### config.mk
export PLATFORM = sky130hd
export DESIGN_NAME = vga_timing_gen
export DESIGN_NICKNAME = d
export VERILOG_FILES = /design/src/rtl/vga_timing_pkg.sv /design/src/rtl/vga_axis_ctr.sv /design/src/rtl/vga_timing_gen.sv
export SDC_FILE = /design/constraint.sdc
export NUM_CORES = 1
export LEC_CHECK = 0
export BUFFER_PORTS_ARGS = -buffer_cell sky130_fd_sc_hd__buf_2
export CAP_MARGIN = 25
export CORE_ASPECT_RATIO = 0.7
export CORE_MARGIN = 5
export CORE_UTILIZATION = 60
export CTS_CLUSTER_DIAMETER = 30
export DETAILED_ROUTE_END_ITERATION = 12
export GPL_ROUTABILITY_DRIVEN = 0
export PLACE_DENSITY_LB_ADDON = 0.05
export SETUP_SLACK_MARGIN = 0.2
export SLEW_MARGIN = 20
export SYNTH_ARGS = -nofsm -noshare
export SYNTH_HDL_FRONTEND = slang
export SYNTH_SLANG_ARGS = --single-unit
### constraint.sdc
create_clock -name dclk -period 3.95 [get_ports dclk]
set_input_delay 0.395 -clock dclk [delete_from_list [all_inputs] [get_ports dclk]]
set_output_delay 0.395 -clock dclk [all_outputs]
set_load 0.03 [all_outputs]
### src/rtl/vga_timing_pkg.sv
// Shared raster constants and the phase encoding used by both axes
// and by the downstream renderer.
package vga_timing_pkg;

    localparam int H_ACTIVE_DEF = 640;
    localparam int H_FP_DEF     = 16;
    localparam int H_SYNC_DEF   = 96;
    localparam int H_BP_DEF     = 48;
    localparam int V_ACTIVE_DEF = 480;
    localparam int V_FP_DEF     = 10;
    localparam int V_SYNC_DEF   = 2;
    localparam int V_BP_DEF     = 33;
    localparam int CNT_W_DEF    = 10;

    typedef enum logic [1:0] {
        PH_ACT  = 2'd0,
        PH_FP   = 2'd1,
        PH_SYNC = 2'd2,
        PH_BP   = 2'd3
    } phase_e;

endpackage

### src/rtl/vga_axis_ctr.sv
// One raster axis: a wrapping counter plus its phase register,
// both advancing only on tick.
module vga_axis_ctr
    import vga_timing_pkg::*;
#(
    parameter int ACTIVE = 640,
    parameter int FP     = 16,
    parameter int SYNC   = 96,
    parameter int BP     = 48,
    parameter int CNT_W  = 10
) (
    input  logic             clk,
    input  logic             rst_n,
    input  logic             tick,
    output logic [CNT_W-1:0] count,
    output phase_e           phase,
    output logic             wrap
);

    localparam int TOTAL = ACTIVE + FP + SYNC + BP;

    localparam logic [CNT_W-1:0] LAST_ACT  = CNT_W'(ACTIVE - 1);
    localparam logic [CNT_W-1:0] LAST_FP   = CNT_W'(ACTIVE + FP - 1);
    localparam logic [CNT_W-1:0] LAST_SYNC = CNT_W'(ACTIVE + FP + SYNC - 1);
    localparam logic [CNT_W-1:0] LAST_BP   = CNT_W'(TOTAL - 1);

    assign wrap = tick && (count == LAST_BP);

    always_ff @(posedge clk or negedge rst_n) begin
        if (!rst_n) begin
            count <= '0;
            phase <= PH_ACT;
        end else if (tick) begin
            count <= wrap ? '0 : count + 1'b1;
            unique case (phase)
                PH_ACT:  if (count == LAST_ACT)  phase <= PH_FP;
                PH_FP:   if (count == LAST_FP)   phase <= PH_SYNC;
                PH_SYNC: if (count == LAST_SYNC) phase <= PH_BP;
                PH_BP:   if (count == LAST_BP)   phase <= PH_ACT;
            endcase
        end
    end

endmodule

### src/rtl/vga_timing_gen.sv
// Raster timing source: syncs, data enable, pixel coordinates and
// line/frame strobes, all registered one cycle after the counters.
module vga_timing_gen
    import vga_timing_pkg::*;
#(
    parameter int H_ACTIVE = H_ACTIVE_DEF,
    parameter int H_FP     = H_FP_DEF,
    parameter int H_SYNC   = H_SYNC_DEF,
    parameter int H_BP     = H_BP_DEF,
    parameter int V_ACTIVE = V_ACTIVE_DEF,
    parameter int V_FP     = V_FP_DEF,
    parameter int V_SYNC   = V_SYNC_DEF,
    parameter int V_BP     = V_BP_DEF,
    parameter bit SYNC_POL = 1'b0,
    parameter int CNT_W    = CNT_W_DEF
) (
    input  logic             dclk,
    input  logic             rst_n,
    input  logic             en,
    output logic             hs,
    output logic             vs,
    output logic             de,
    output logic [CNT_W-1:0] px_x,
    output logic [CNT_W-1:0] px_y,
    output logic             line_start,
    output logic             frame_start,
    output logic             frame_end
);

    localparam logic [CNT_W-1:0] V_ACT_CNT = CNT_W'(V_ACTIVE);

    logic [CNT_W-1:0] hcnt;
    logic [CNT_W-1:0] vcnt;
    phase_e           h_ph;
    phase_e           v_ph;
    logic             h_wrap;
    logic             v_wrap;
    logic             unused_v_wrap;

    assign unused_v_wrap = v_wrap;

    vga_axis_ctr #(
        .ACTIVE (H_ACTIVE),
        .FP     (H_FP),
        .SYNC   (H_SYNC),
        .BP     (H_BP),
        .CNT_W  (CNT_W)
    ) u_h (
        .clk   (dclk),
        .rst_n (rst_n),
        .tick  (en),
        .count (hcnt),
        .phase (h_ph),
        .wrap  (h_wrap)
    );

    // The vertical axis steps once per completed line.
    vga_axis_ctr #(
        .ACTIVE (V_ACTIVE),
        .FP     (V_FP),
        .SYNC   (V_SYNC),
        .BP     (V_BP),
        .CNT_W  (CNT_W)
    ) u_v (
        .clk   (dclk),
        .rst_n (rst_n),
        .tick  (h_wrap),
        .count (vcnt),
        .phase (v_ph),
        .wrap  (v_wrap)
    );

    logic h_zero;
    assign h_zero = (hcnt == '0);

    always_ff @(posedge dclk or negedge rst_n) begin
        if (!rst_n) begin
            hs          <= ~SYNC_POL;
            vs          <= ~SYNC_POL;
            de          <= 1'b0;
            px_x        <= '0;
            px_y        <= '0;
            line_start  <= 1'b0;
            frame_start <= 1'b0;
            frame_end   <= 1'b0;
        end else begin
            line_start  <= 1'b0;
            frame_start <= 1'b0;
            frame_end   <= 1'b0;
            if (en) begin
                hs          <= (h_ph == PH_SYNC) ? SYNC_POL : ~SYNC_POL;
                vs          <= (v_ph == PH_SYNC) ? SYNC_POL : ~SYNC_POL;
                de          <= (h_ph == PH_ACT) && (v_ph == PH_ACT);
                px_x        <= hcnt;
                px_y        <= vcnt;
                line_start  <= h_zero;
                frame_start <= h_zero && (vcnt == '0);
                frame_end   <= h_zero && (vcnt == V_ACT_CNT);
            end
        end
    end

endmodule

Word-level counts from Yosys, hierarchy flattened

Index checks and enable logic that the tools add are counted.

Register bits after elaboration: 50
Logic and storage cells: 65

Reduce and logical (&&, ||, !) cells: 11
Multiplexer cells: 17
Add/subtract/negate cells: 2
Eq/ne operators: 23

Operators by type and width:

| kind                  | count |
|---|---|
| $eq 10x10->1 const B  | 5 |
| $eq 10x9->1 const B   | 4 |
| $add 10x1->10 const B | 2 |
| $logic_not 10->1      | 2 |
| $mux 10               | 2 |
| $mux 2                | 8 |
| $ne 2x1->1 const B    | 8 |
| $pmux 2 s4            | 2 |
| $reduce_and 5->1      | 2 |
| $eq 2x2->1 const B    | 4 |
| $logic_and 1x1->1     | 5 |
| $mux 1                | 5 |
| $eq 2x1->1 const B    | 2 |
| $logic_not 2->1       | 2 |

Logic depth before layout (Yosys ltp)

Depth in word-level cells: 4
Mapped depth: 7
Depth with buffers taken out: 7

Hierarchy

A second synthesis with hierarchy kept.

Cell total of the unflattened synthesis: 220
Area total of the unflattened synthesis: 2575.0 um^2

By module, submodules not included:

| module              | area each (um^2) | times used | seq. area each (um^2) | cells an instance |
|---|---|---|---|---|
| vga_timing_gen      | 1049.8           | 1          | 653.1                 | 69 |
| vga_axis_ctr at u_v | 767.0            | 1          | 300.3                 | 75 |
| vga_axis_ctr at u_h | 758.2            | 1          | 300.3                 | 76 |

Least setup slack after synthesis

OpenSTA, ideal clock, no wires.

Path kind: reg2reg
Start: register u_v.count[4]
End: register u_v.phase[1]
Buffers on the path: 1
Cell stages (with the launch flop): 7
Data arrival time: 1.969 ns
Path slack: 1.854 ns
Path through: dfrtp_1 buf_6 or4_4 nor3_4 o21ai_2 nor4_2 mux2_1

Longest elaborated chain between the ends: 3
Elaborated cells between the ends (all ways): 9
Those cells by class: 8 x eq/ne; 1 x reduce/logical

RTL lines:

| element                                    | line               | source |
|---|---|---|
| from (decl)                                | vga_axis_ctr.sv:15 | `output logic [CNT_W-1:0] count,` |
| from (signal assigned)                     | vga_axis_ctr.sv:34 | `count <= wrap ? '0 : count + 1'b1;` |
| $eq 10x10->1, or another cell as far along | vga_axis_ctr.sv:39 | `PH_BP: if (count == LAST_BP) phase <= PH_ACT;` |
| $ne 2x1->1 (no line)                       | -                  |  |
| $reduce_and 5->1 (no line) *               | -                  |  |
| to (signal assigned)                       | vga_axis_ctr.sv:37 | `PH_FP: if (count == LAST_FP) phase <= PH_SYNC;` |
| to (signal assigned)                       | vga_axis_ctr.sv:38 | `PH_SYNC: if (count == LAST_SYNC) phase <= PH_BP;` |
| to (signal assigned)                       | vga_axis_ctr.sv:39 |  |
| to (decl)                                  | vga_axis_ctr.sv:16 | `output phase_e phase,` |

Mark *: on every way between the ends. The rest lies on a longest branch, timed or not.
A chain may end at the register's enable or synchronous reset.

Final worst setup path

Start: register u_h.count[0]
End: register u_v.phase[1]

Longest elaborated chain between the ends: 3

RTL lines:

| element                    | line               | source |
|---|---|---|
| from (decl)                | vga_axis_ctr.sv:15 |  |
| from (signal assigned)     | vga_axis_ctr.sv:34 |  |
| $eq 10x10->1               | vga_axis_ctr.sv:27 | `assign wrap = tick && (count == LAST_BP);` |
| $logic_and 1x1->1          | vga_axis_ctr.sv:27 |  |
| $reduce_and 5->1 (no line) | -                  |  |
| to (signal assigned)       | vga_axis_ctr.sv:32 | `phase <= PH_ACT;` |
| to (signal assigned)       | vga_axis_ctr.sv:36 | `PH_ACT: if (count == LAST_ACT) phase <= PH_FP;` |
| to (signal assigned)       | vga_axis_ctr.sv:37 |  |

Every way passes these cells.

==> run_results.csv <==
group,metric,value,unit
run_status,status,"finished, final reports clean",
layout,final_common_cell,"dfrtp_1",
worst_setup_path,criticalPathCategory,"reg2reg",
cts,cts_setup_buffers,0,
drt,routedWlPerCell,15.6,um
timing,report.final.slew_viol_count,0,
layout,mostFrequentLayoutCells,"dfrtp_1 (48), buf_2 (28), mux2_2 (21)",
timing,timing.fmax,364,MHz
synth,yosys_most_used_dff,"dfrtp_1",
worst_setup_path,worstPathArrival,2.94,ns
die,die-width,86.7,um
die,core,3950,um^2
timing,fin_worst_skew,0.00357,ns
worst_setup_path,r2r_cells,6,
power_and_ir_drop,peakVddDrop,0.000344,V
drt,drtAntennaViolNets,0,
drt,vias,1712,
cts,postCtsHoldBufs,0,
drt,drt_iter0_markers,143,
global_route,grt_pass1_wl,8300,um
timing,setup_viol,0,
cts,tritoncts,"done",
timing,period_share,69.6,%
synth,async_flop_share,100,%
timing,setup_tns,0,ns
worst_setup_path,r2r_start,"u_h.count[0]",
worst_setup_path,worstPathRequired,4.14,ns
synth,ys_seq_area_share,50.7,%
place,portBuffers,28,
place,place_ws,1.21,ns
worst_setup_path,worstSetupStartpointType,"flop",
cts,cts.repair.resized,0,
cts,cts.sinks,50,
synth,syn_nets,241,
synth,synth_area,2470,um^2
place,hpwl,3430,um
drt,drt_wl_total,4720,um
power_and_ir_drop,powerDensity,444,nW/um^2
global_route,grt_overflow,0,
synth,avgSynthCellArea,11.0,um^2
cts,cts_root_buffer,"clkbuf_8",
cts,cts_made_buffers,5,
timing,max-slew-margin-rel,53.6,%
timing,whs,0.0885,ns
timing,rsz0062_at_grt,"no",
layout,drive_gt1_share,26.4,%
timing,min_period,2.75,ns
cts,cts.path.max_buffers,2,
global_route,grt.total_usage,18.9,%
synth,synth-edff-count,0,
die,io-pin-count,29,
global_route,antenna_found_initial,0,
timing,hold_violations,0,
worst_setup_path,crit_end,"u_v.phase[1]",
layout,area_growth,12.6,%
synth,yosysWarnings,0,
worst_setup_path,crit_start,"u_h.count[0]",
drt,first_pass_iters,4,
die,rows,19,
layout,nets,265,
worst_setup_path,cp_max_fo,11,
layout,num_antenna_cells,0,
global_route,grt_pass1_vias,1673,
power_and_ir_drop,p_leak,1.30,nW
worst_setup_path,r2r-end,"u_v.phase[1]",
drt,drcViolationCount,0,
timing,tightestPinTransition,0.696,ns
global_route,grt_max_degree,38,
synth,syn_inst,225,
die,die-area,5520,um^2
cts,htreeDepth,2,
synth,yosysUniqueCellTypes,41,
timing,fin_ws,1.20,ns
die,die_h,63.7,um
synth,ys_ff_latch,50,
worst_setup_path,end_kind,"flop",
drt,routed_via_density,5.67,
worst_setup_path,rrSetupSlack,1.20,ns
flow_run,maxCapViolations,0,
cts,clkLatencyLatePin,0.29,ns
die,initial_utilization,62.7,%
hold_path,hold_path_class,"in2async",
cts,clkTransAtPathRegs,0.09,ns
==> worst max-delay path, stage by stage (launching register included) <==
cell	delay (ns)
dfrtp_1	0.44
ha_1	0.24
nand4_1	0.19
nor4_2	0.57
nand2_1	0.36
nor4_2	0.48
mux2_1	0.35
==> flip-flops by register name, indices dropped and copies added, names as in the netlist, 2 cells and up <==
signal     flops
px_x          10
px_y          10
u_h.count     10
u_h.phase      2
u_v.count     10
u_v.phase      2
==> area by class of cell <==
class / instances / area [um^2]
Sequential cell: 50 / 1250
Fill cell: 301 / 1160
Multi-Input combinational cell: 147 / 1100
Timing Repair Buffer: 29 / 160
Clock buffer: 6 / 82.6
Tap cell: 52 / 65.1
Clock inverter: 2 / 60.1
Inverter: 16 / 60.1
==> how the worst min path moves through the flow <==
stage                         endpoint  slack, ns  cells past startpoint
after floorplan                     de        0.1                      0
after global routing           px_x[3]       0.13                      1
after CTS                      px_x[3]       0.09                      1
after detailed placement  u_h.count[0]       0.42                      1
final                     u_h.count[0]       0.09                      1
after global placement              hs       0.46                      2
==> report_power, final <==
part / switching [mW] / total, mW / internal (mW)
combinational: 0.115 / 0.187 / 0.0719
sequential: 0.0519 / 0.611 / 0.559
clock: 0.168 / 0.438 / 0.270
==> stage by stage <==
stage	area, um^2	cells	total power [mW]	util [%]
floorplan	2470	225	0.747	-
global placement	2620	293	0.801	66.4
detailed placement	2640	294	0.809	66.9
CTS	2780	302	1.25	70.5
global route	2780	302	1.30	70.5
finish	2780	302	1.24	70.5
==> Yosys cell counts, types with 4 or more instances <==
cell      count  area [um^2]
nand2_1      17         63.8
o31ai_1       6         45.0
nor2_1       14         52.6
nand3b_1      4         30.0
xnor2_1       8         70.1
ha_1         13          163
clkbuf_1      5         18.8
nor4_1        4         25.0
nand4_1       5         31.3
o21ai_0      15         75.1
nand3_1       5         25.0
mux2_2       21          236
dfrtp_1      48         1200
a31oi_1       4         25.0
inv_1        16         60.1
==> per-layer routing <==
layer  GRT usage, %  up-vias  routed length, um
li1               -      828                  -
met2           25.9       58               1810
met3           4.82        4                343
met1           30.4      822               2530
met4           3.50        0                 29
met5              0        -                  0
==> cell families (layout without fill, tap and decap cells) <==
logic type | count (synthesis) | after routing | synth area share, %
and+or+nand+nor | 69 | 69 | 15.8
adders and majority gates | 13 | 13 | 6.58
DFF | 50 | 50 | 50.7
muxes | 25 | 25 | 11.2
buffers and inverters | 28 | 53 | 4.71
xor gates and xnor gates | 8 | 8 | 2.83
AOI/OAI and AO/OA | 32 | 32 | 8.10
Power figures use the tool's default switching activity.
